**src/rtl/wire_alu_pkg.sv**
```systemverilog
// Shared encodings for the host-driven ALU stage: op codes, ctrl/status bit
// positions and the controller state type.
package wire_alu_pkg;

  localparam logic [1:0] OP_ADD = 2'b00;
  localparam logic [1:0] OP_SUB = 2'b01;
  localparam logic [1:0] OP_MUL = 2'b10;
  localparam logic [1:0] OP_ACC = 2'b11;

  localparam int GO_BIT  = 0;
  localparam int OP_LSB  = 1;
  localparam int CLR_BIT = 3;

  localparam int ST_BUSY    = 0;
  localparam int ST_DONE    = 1;
  localparam int ST_FLAG    = 2;
  localparam int ST_DROP    = 3;
  localparam int ST_LOP_LSB = 8;
  localparam int ST_CNT_LSB = 16;

  localparam int MUL_CNT_W = 6;

  typedef enum logic [1:0] {
    S_IDLE = 2'b00,
    S_EXEC = 2'b01,
    S_MUL  = 2'b10
  } state_t;

endpackage

```
**src/rtl/wire_alu_mul_seq.sv**
```systemverilog
// Iterative shift-add unsigned multiplier: one multiplier bit per cycle, LSB first.
// o_done pulses for one cycle with the full product valid in that cycle.
module wire_alu_mul_seq
  import wire_alu_pkg::*;
#(
  parameter int WIDTH = 32
) (
  input  logic               i_clk,
  input  logic               i_rst_n,
  input  logic               i_start,
  input  logic               i_abort,
  input  logic [WIDTH-1:0]   i_a,
  input  logic [WIDTH-1:0]   i_b,
  output logic               o_done,
  output logic [2*WIDTH-1:0] o_prod
);

  logic                 r_run;
  logic                 r_done;
  logic [MUL_CNT_W-1:0] r_cnt;
  logic [2*WIDTH-1:0]   r_mcand;
  logic [WIDTH-1:0]     r_mplier;
  logic [2*WIDTH-1:0]   r_prod;

  always_ff @(posedge i_clk or negedge i_rst_n) begin
    if (!i_rst_n) begin
      r_run  <= 1'b0;
      r_done <= 1'b0;
      r_cnt  <= '0;
    end else if (i_abort) begin
      r_run  <= 1'b0;
      r_done <= 1'b0;
    end else if (i_start) begin
      r_run  <= 1'b1;
      r_done <= 1'b0;
      r_cnt  <= '0;
    end else if (r_run) begin
      r_cnt <= r_cnt + MUL_CNT_W'(1);
      if (r_cnt == MUL_CNT_W'(WIDTH - 1)) begin
        r_run  <= 1'b0;
        r_done <= 1'b1;
      end
    end else begin
      r_done <= 1'b0;
    end
  end

  // Operand/product registers carry data only and need no reset.
  always_ff @(posedge i_clk) begin
    if (i_start) begin
      r_mcand  <= {{WIDTH{1'b0}}, i_a};
      r_mplier <= i_b;
      r_prod   <= '0;
    end else if (r_run) begin
      if (r_mplier[0]) r_prod <= r_prod + r_mcand;
      r_mcand  <= r_mcand << 1;
      r_mplier <= r_mplier >> 1;
    end
  end

  assign o_done = r_done;
  assign o_prod = r_prod;

endmodule

```
**src/rtl/wire_alu_stage.sv**
```systemverilog
// Host-polled ALU stage: edge-detects go/clr from the control WireIn and runs
// add/sub/acc in one cycle or an iterative multiply, exposing result and status.
module wire_alu_stage
  import wire_alu_pkg::*;
#(
  parameter int WIDTH = 32,
  parameter int CNT_W = 16
) (
  input  logic             okClk,
  input  logic             rst_n,
  input  logic [WIDTH-1:0] op_a,
  input  logic [WIDTH-1:0] op_b,
  input  logic [31:0]      ctrl,
  output logic [WIDTH-1:0] result,
  output logic [31:0]      status
);

  state_t             r_state, w_next;
  logic               r_go_d, r_clr_d;
  logic [WIDTH-1:0]   r_a, r_b, r_acc, r_result;
  logic [1:0]         r_op, r_last_op;
  logic               r_flag, r_done, r_dropped;
  logic [CNT_W-1:0]   r_cnt;

  logic               w_go_rise, w_clr_rise, w_mul_start, w_mul_done;
  logic [1:0]         w_op_in;
  logic [WIDTH:0]     w_sum, w_diff, w_acc_sum;
  logic [2*WIDTH-1:0] w_prod;
  logic               w_unused;

  assign w_go_rise   = ctrl[GO_BIT] & ~r_go_d;
  assign w_clr_rise  = ctrl[CLR_BIT] & ~r_clr_d;
  assign w_op_in     = ctrl[OP_LSB +: 2];
  assign w_mul_start = (r_state == S_IDLE) & w_go_rise & ~w_clr_rise & (w_op_in == OP_MUL);
  assign w_unused    = ^{ctrl[31:4]};

  assign w_sum     = {1'b0, r_a} + {1'b0, r_b};
  assign w_diff    = {1'b0, r_a} - {1'b0, r_b};
  assign w_acc_sum = {1'b0, r_acc} + {1'b0, r_a};

  wire_alu_mul_seq #(.WIDTH(WIDTH)) u_mul (
    .i_clk   (okClk),
    .i_rst_n (rst_n),
    .i_start (w_mul_start),
    .i_abort (w_clr_rise),
    .i_a     (op_a),
    .i_b     (op_b),
    .o_done  (w_mul_done),
    .o_prod  (w_prod)
  );

  always_comb begin
    w_next = r_state;
    if (w_clr_rise) begin
      w_next = S_IDLE;
    end else begin
      case (r_state)
        S_IDLE:  if (w_go_rise) w_next = (w_op_in == OP_MUL) ? S_MUL : S_EXEC;
        S_EXEC:  w_next = S_IDLE;
        S_MUL:   if (w_mul_done) w_next = S_IDLE;
        default: w_next = S_IDLE;
      endcase
    end
  end

  always_ff @(posedge okClk or negedge rst_n) begin
    if (!rst_n) r_state <= S_IDLE;
    else        r_state <= w_next;
  end

  // Operands are captured at the accepted go edge so later WireIn writes are ignored.
  always_ff @(posedge okClk) begin
    if ((r_state == S_IDLE) && w_go_rise && !w_clr_rise) begin
      r_a  <= op_a;
      r_b  <= op_b;
      r_op <= w_op_in;
    end
  end

  always_ff @(posedge okClk or negedge rst_n) begin
    if (!rst_n) begin
      r_go_d    <= 1'b0;
      r_clr_d   <= 1'b0;
      r_acc     <= '0;
      r_result  <= '0;
      r_flag    <= 1'b0;
      r_done    <= 1'b0;
      r_dropped <= 1'b0;
      r_cnt     <= '0;
      r_last_op <= OP_ADD;
    end else begin
      r_go_d  <= ctrl[GO_BIT];
      r_clr_d <= ctrl[CLR_BIT];
      if (w_clr_rise) begin
        r_acc     <= '0;
        r_result  <= '0;
        r_flag    <= 1'b0;
        r_done    <= 1'b0;
        r_dropped <= 1'b0;
        r_cnt     <= '0;
      end else begin
        if (w_go_rise && (r_state != S_IDLE)) r_dropped <= 1'b1;
        case (r_state)
          S_IDLE: if (w_go_rise) r_done <= 1'b0;
          S_EXEC: begin
            case (r_op)
              OP_SUB: begin
                r_result <= w_diff[WIDTH-1:0];
                r_flag   <= w_diff[WIDTH];
              end
              OP_ACC: begin
                r_acc    <= w_acc_sum[WIDTH-1:0];
                r_result <= w_acc_sum[WIDTH-1:0];
                r_flag   <= w_acc_sum[WIDTH];
              end
              default: begin
                r_result <= w_sum[WIDTH-1:0];
                r_flag   <= w_sum[WIDTH];
              end
            endcase
            r_done    <= 1'b1;
            r_cnt     <= r_cnt + CNT_W'(1);
            r_last_op <= r_op;
          end
          S_MUL: if (w_mul_done) begin
            r_result  <= w_prod[WIDTH-1:0];
            r_flag    <= |w_prod[2*WIDTH-1:WIDTH];
            r_done    <= 1'b1;
            r_cnt     <= r_cnt + CNT_W'(1);
            r_last_op <= OP_MUL;
          end
          default: ;
        endcase
      end
    end
  end

  always_comb begin
    status                          = '0;
    status[ST_BUSY]                 = (r_state != S_IDLE);
    status[ST_DONE]                 = r_done;
    status[ST_FLAG]                 = r_flag;
    status[ST_DROP]                 = r_dropped;
    status[ST_LOP_LSB +: 2]         = r_last_op;
    status[ST_CNT_LSB +: CNT_W]     = r_cnt;
  end

  assign result = r_result;

endmodule

```
**config.mk**
```make
export PLATFORM = sky130hd
export DESIGN_NAME = wire_alu_stage
export DESIGN_NICKNAME = d
export VERILOG_FILES = /design/src/rtl/wire_alu_pkg.sv /design/src/rtl/wire_alu_mul_seq.sv /design/src/rtl/wire_alu_stage.sv
export SDC_FILE = /design/constraint.sdc
export NUM_CORES = 1
export LEC_CHECK = 0
export ABC_AREA = 0
export BUFFER_PORTS_ARGS = -buffer_cell sky130_fd_sc_hd__buf_2
export CAP_MARGIN = 0
export CORE_MARGIN = 2
export CORE_UTILIZATION = 45
export DETAILED_ROUTE_END_ITERATION = 10
export PLACE_DENSITY = 0.69
export SYNTH_ARGS = -nofsm -noshare
export SYNTH_HDL_FRONTEND = slang
export SYNTH_SLANG_ARGS = --single-unit
```
**constraint.sdc**
```tcl
create_clock -name okClk -period 8.15 [get_ports okClk]
set_clock_uncertainty 0.2 [all_clocks]
set_input_delay 0.4075 -clock okClk [delete_from_list [all_inputs] [get_ports okClk]]
set_output_delay 0.4075 -clock okClk [all_outputs]
set_load 0.05 [all_outputs]
```
==> results.md <==
- Initial DRT Pass Iterations: 5
- Post-synth EDFFs: 130
- Startpoint Class: flip-flop
- Cell Pwr Density: approximately 280 nW/um^2
- F_max: between 200 and 250 MHz
- Yosys reg bits: ~320
- Post-synthesis cell area: 21800 sq um
- Slew HR: 30.3%
- Synth warn: 0
- Unique masters post-synth: 88
- H-tree depth reported by CTS: 2
- Nets: a little under 3000
- CP Data Required Time: between 8 and 9 ns
- Antenna violations before repair: 4
- Worst slew pin tran: around 1.0 ns
- Status: finished clean
- Crit-path cells: ha_1 > nand4_1 > a211oi_1 > o31ai_1 > o41ai_2 > a221o_1 > a21oi_1 > xnor2_1 > nor2_1 > a2111oi_0 > o31ai_1
- Worst reg-to-reg setup slack: ~3.8 ns
- Delay-heaviest family, CP: compound AO/OA/AOI/OAI gates
- Fin Setup TNS: 0 ns
- Share of the synthesized area in the top cell type: roughly 18%
- Global placer's final weighted congestion: 0.949
- Cells after Synth: 2575
- Final Hold Vio Count: 0
- Routed WL per cell: roughly 20 um
- Syn avg cell area: about 8.4 sq um
- Drt total wl: 66200 um
- Sequential share of the synthesized area: between 30% and 40%
- Peak supply drop: 0.185 mV
- Core area: ~48000 sq um
- Number of CTS-inserted buffers: 40
- Worst hold-check path type: in2async
- Leakage: between 10 and 15 nW
- Initial drt markers: around 1700
- Number of max-cap violations: 0
- Crit path buf inv count: 0
- Root Buffer: clkbuf_16
- Clk sink count: roughly 320
- Commonest non-fill, non-tap cell in the layout: nand2_1
- Die area: roughly 50000 sq um
- Synth area leader: edfxtp_1
- Vias per cell: just under 6
- Vias: ~20000
- Clock Latency Late Sink: 0.57 ns
- Async SR Flop Fraction: 30.0%
- CP Max Fanout: 12
- Power after layout: 6.85 mW
- DRC Markers: 0
- I/O Pins: roughly 160
- Layout area overhead: 13.6%
- Largest cells by area after synthesis: edfxtp_1 (18%), dfrtp_1 (11%), ha_1 (9.5%), dfxtp_1 (8.8%), nand2_1 (7.3%)
- Worst path slowest cell: ha_1
- Largest net degree at the start of global routing: 91
- Post-CTS setup buffers: 0
- Most frequent CP cell: o31ai_1
- Crit path time final: about 4.3 ns
- Critical path data arrival time: around 4.5 ns
- Post-synth top flop: edfxtp_1
- Share of cells above drive strength 1: about 9%
- CTS tree: done
- CP Class: reg2reg
- IO Port Bufs: 123
- Row count: 80
- Crit end category: flip-flop
- Clock-pin slew on the worst setup and hold paths: ~0.06 ns
- Die Y: around 220 um
- Antenna Nets Post-Route: 0
- Fin util: roughly 52%
- Gr ovfl total: 0
- Slew Viols, Final: 0
- First-pass GRT wire length: 104000 um
- Clock Tree Buf Depth: 3
- Fin crit share: 52.8%
- Crit path largest cell delay: roughly 0.56 ns
- Vias in the first global route: roughly 19000
- Detail Placement HPWL: 48000 um
- GR Util All Layers: a little over a quarter
- Final Setup Violations: 0
- DIE WIDTH: 224 um
- Initial Utilization: 45.6%
- RSZ-0062 raised after global routing: no
- Commonest cells after routing, fill and taps aside: nand2_1 (424), a21oi_1 (265), nor2_1 (218)
## cell type report
cell class / count / area [sq um]
fillers: 4444 / 23000
multi-input cells: 2009 / 12600
flip-flops and latches: 323 / 8250
repair buffers: 211 / 1450
clock buffers: 58 / 1090
well taps: 615 / 769
inverters: 104 / 390
clock inverters: 15 / 180
diodes: 1 / 2.50
## registers in the layout, summed over array words and instances (netlist names), 6 cells and up
register,cells
u_mul.o_prod,64
u_mul.r_cnt,6
r_b,32
r_cnt,16
u_mul.r_mplier,32
u_mul.r_mcand,64
r_a,32
result,32
r_acc,32
## stage by stage
| stage | instances | hold slack (ns) | worst slack (ns) | cell area (sq um) |
|---|---|---|---|---|
| detailed placement | 3193 | 0.267 | 3.99 | 22700 |
| floorplan | 2584 | -0.0881 | 1.77 | 21800 |
| global placement | 3193 | 0.255 | 3.99 | 22700 |
| CTS | 3335 | 0.218 | 3.95 | 24700 |
| global route | 3336 | 0.265 | 3.55 | 24700 |
| finish | 3336 | 0.241 | 3.85 | 24700 |
## report_power, final
part | switching [mW] | internal [mW] | leakage [nW]
combinational | 1.75 | 0.998 | 6.85
sequential | 0.316 | 2.04 | 3.30
clock | 0.720 | 1.03 | 0.608
## worst paths after layout
kind,startpoint,to,cells after the start
min in group okClk,u_mul.o_prod[36]$_SDFFE_PP0P_,u_mul.o_prod[36]$_SDFFE_PP0P_,2
min reg2reg,u_mul.o_prod[36]$_SDFFE_PP0P_,u_mul.o_prod[36]$_SDFFE_PP0P_,2
min,rst_n,r_acc[0]$_DFFE_PN0P_,2
max,r_a[9]$_DFFE_PP_,result[28]$_DFFE_PN0P_,11
max in group asynchronous,rst_n,u_mul.r_run$_DFF_PN0_,3
max reg2reg,r_a[9]$_DFFE_PP_,result[28]$_DFFE_PN0P_,11
## cells by family after synthesis
logic type	Yosys count	synth area share, %
and+or+nand+nor	877	17.6
AOI/OAI and AO/OA	811	23.9
DFF	323	37.9
buffers and inverters	252	4.63
adders and majority gates	169	9.86
xor gates and xnor gates	94	3.78
muxes	48	2.22
other	1	0.0172
## routing by layer
layer	vias up	part of all wire, %	track usage, %
li1	9478	-	-
met1	9532	45	35.1
met2	589	45	42.3
met3	134	5.9	4.22
met4	4	3.6	9.68
met5	-	0.030	0
## cell usage after synthesis (all sizes together), types with 43 or more instances
library cell	instances
dfrtp	97
nand2	426
clkbuf	114
xnor2	63
inv	103
nand3	43
a21oi	268
dfxtp	96
a21o	63
edfxtp	130
nor2	220
o21ai	180
ha	165
mux2i	46
## repair_timing
action	in CTS	in global routing
hold buffers	69	0
endpoints found under the hold margin	177	0
gates resized for setup	0	0
setup endpoints to repair	0	0
Note: power is estimated with default switching activity, not from simulation.
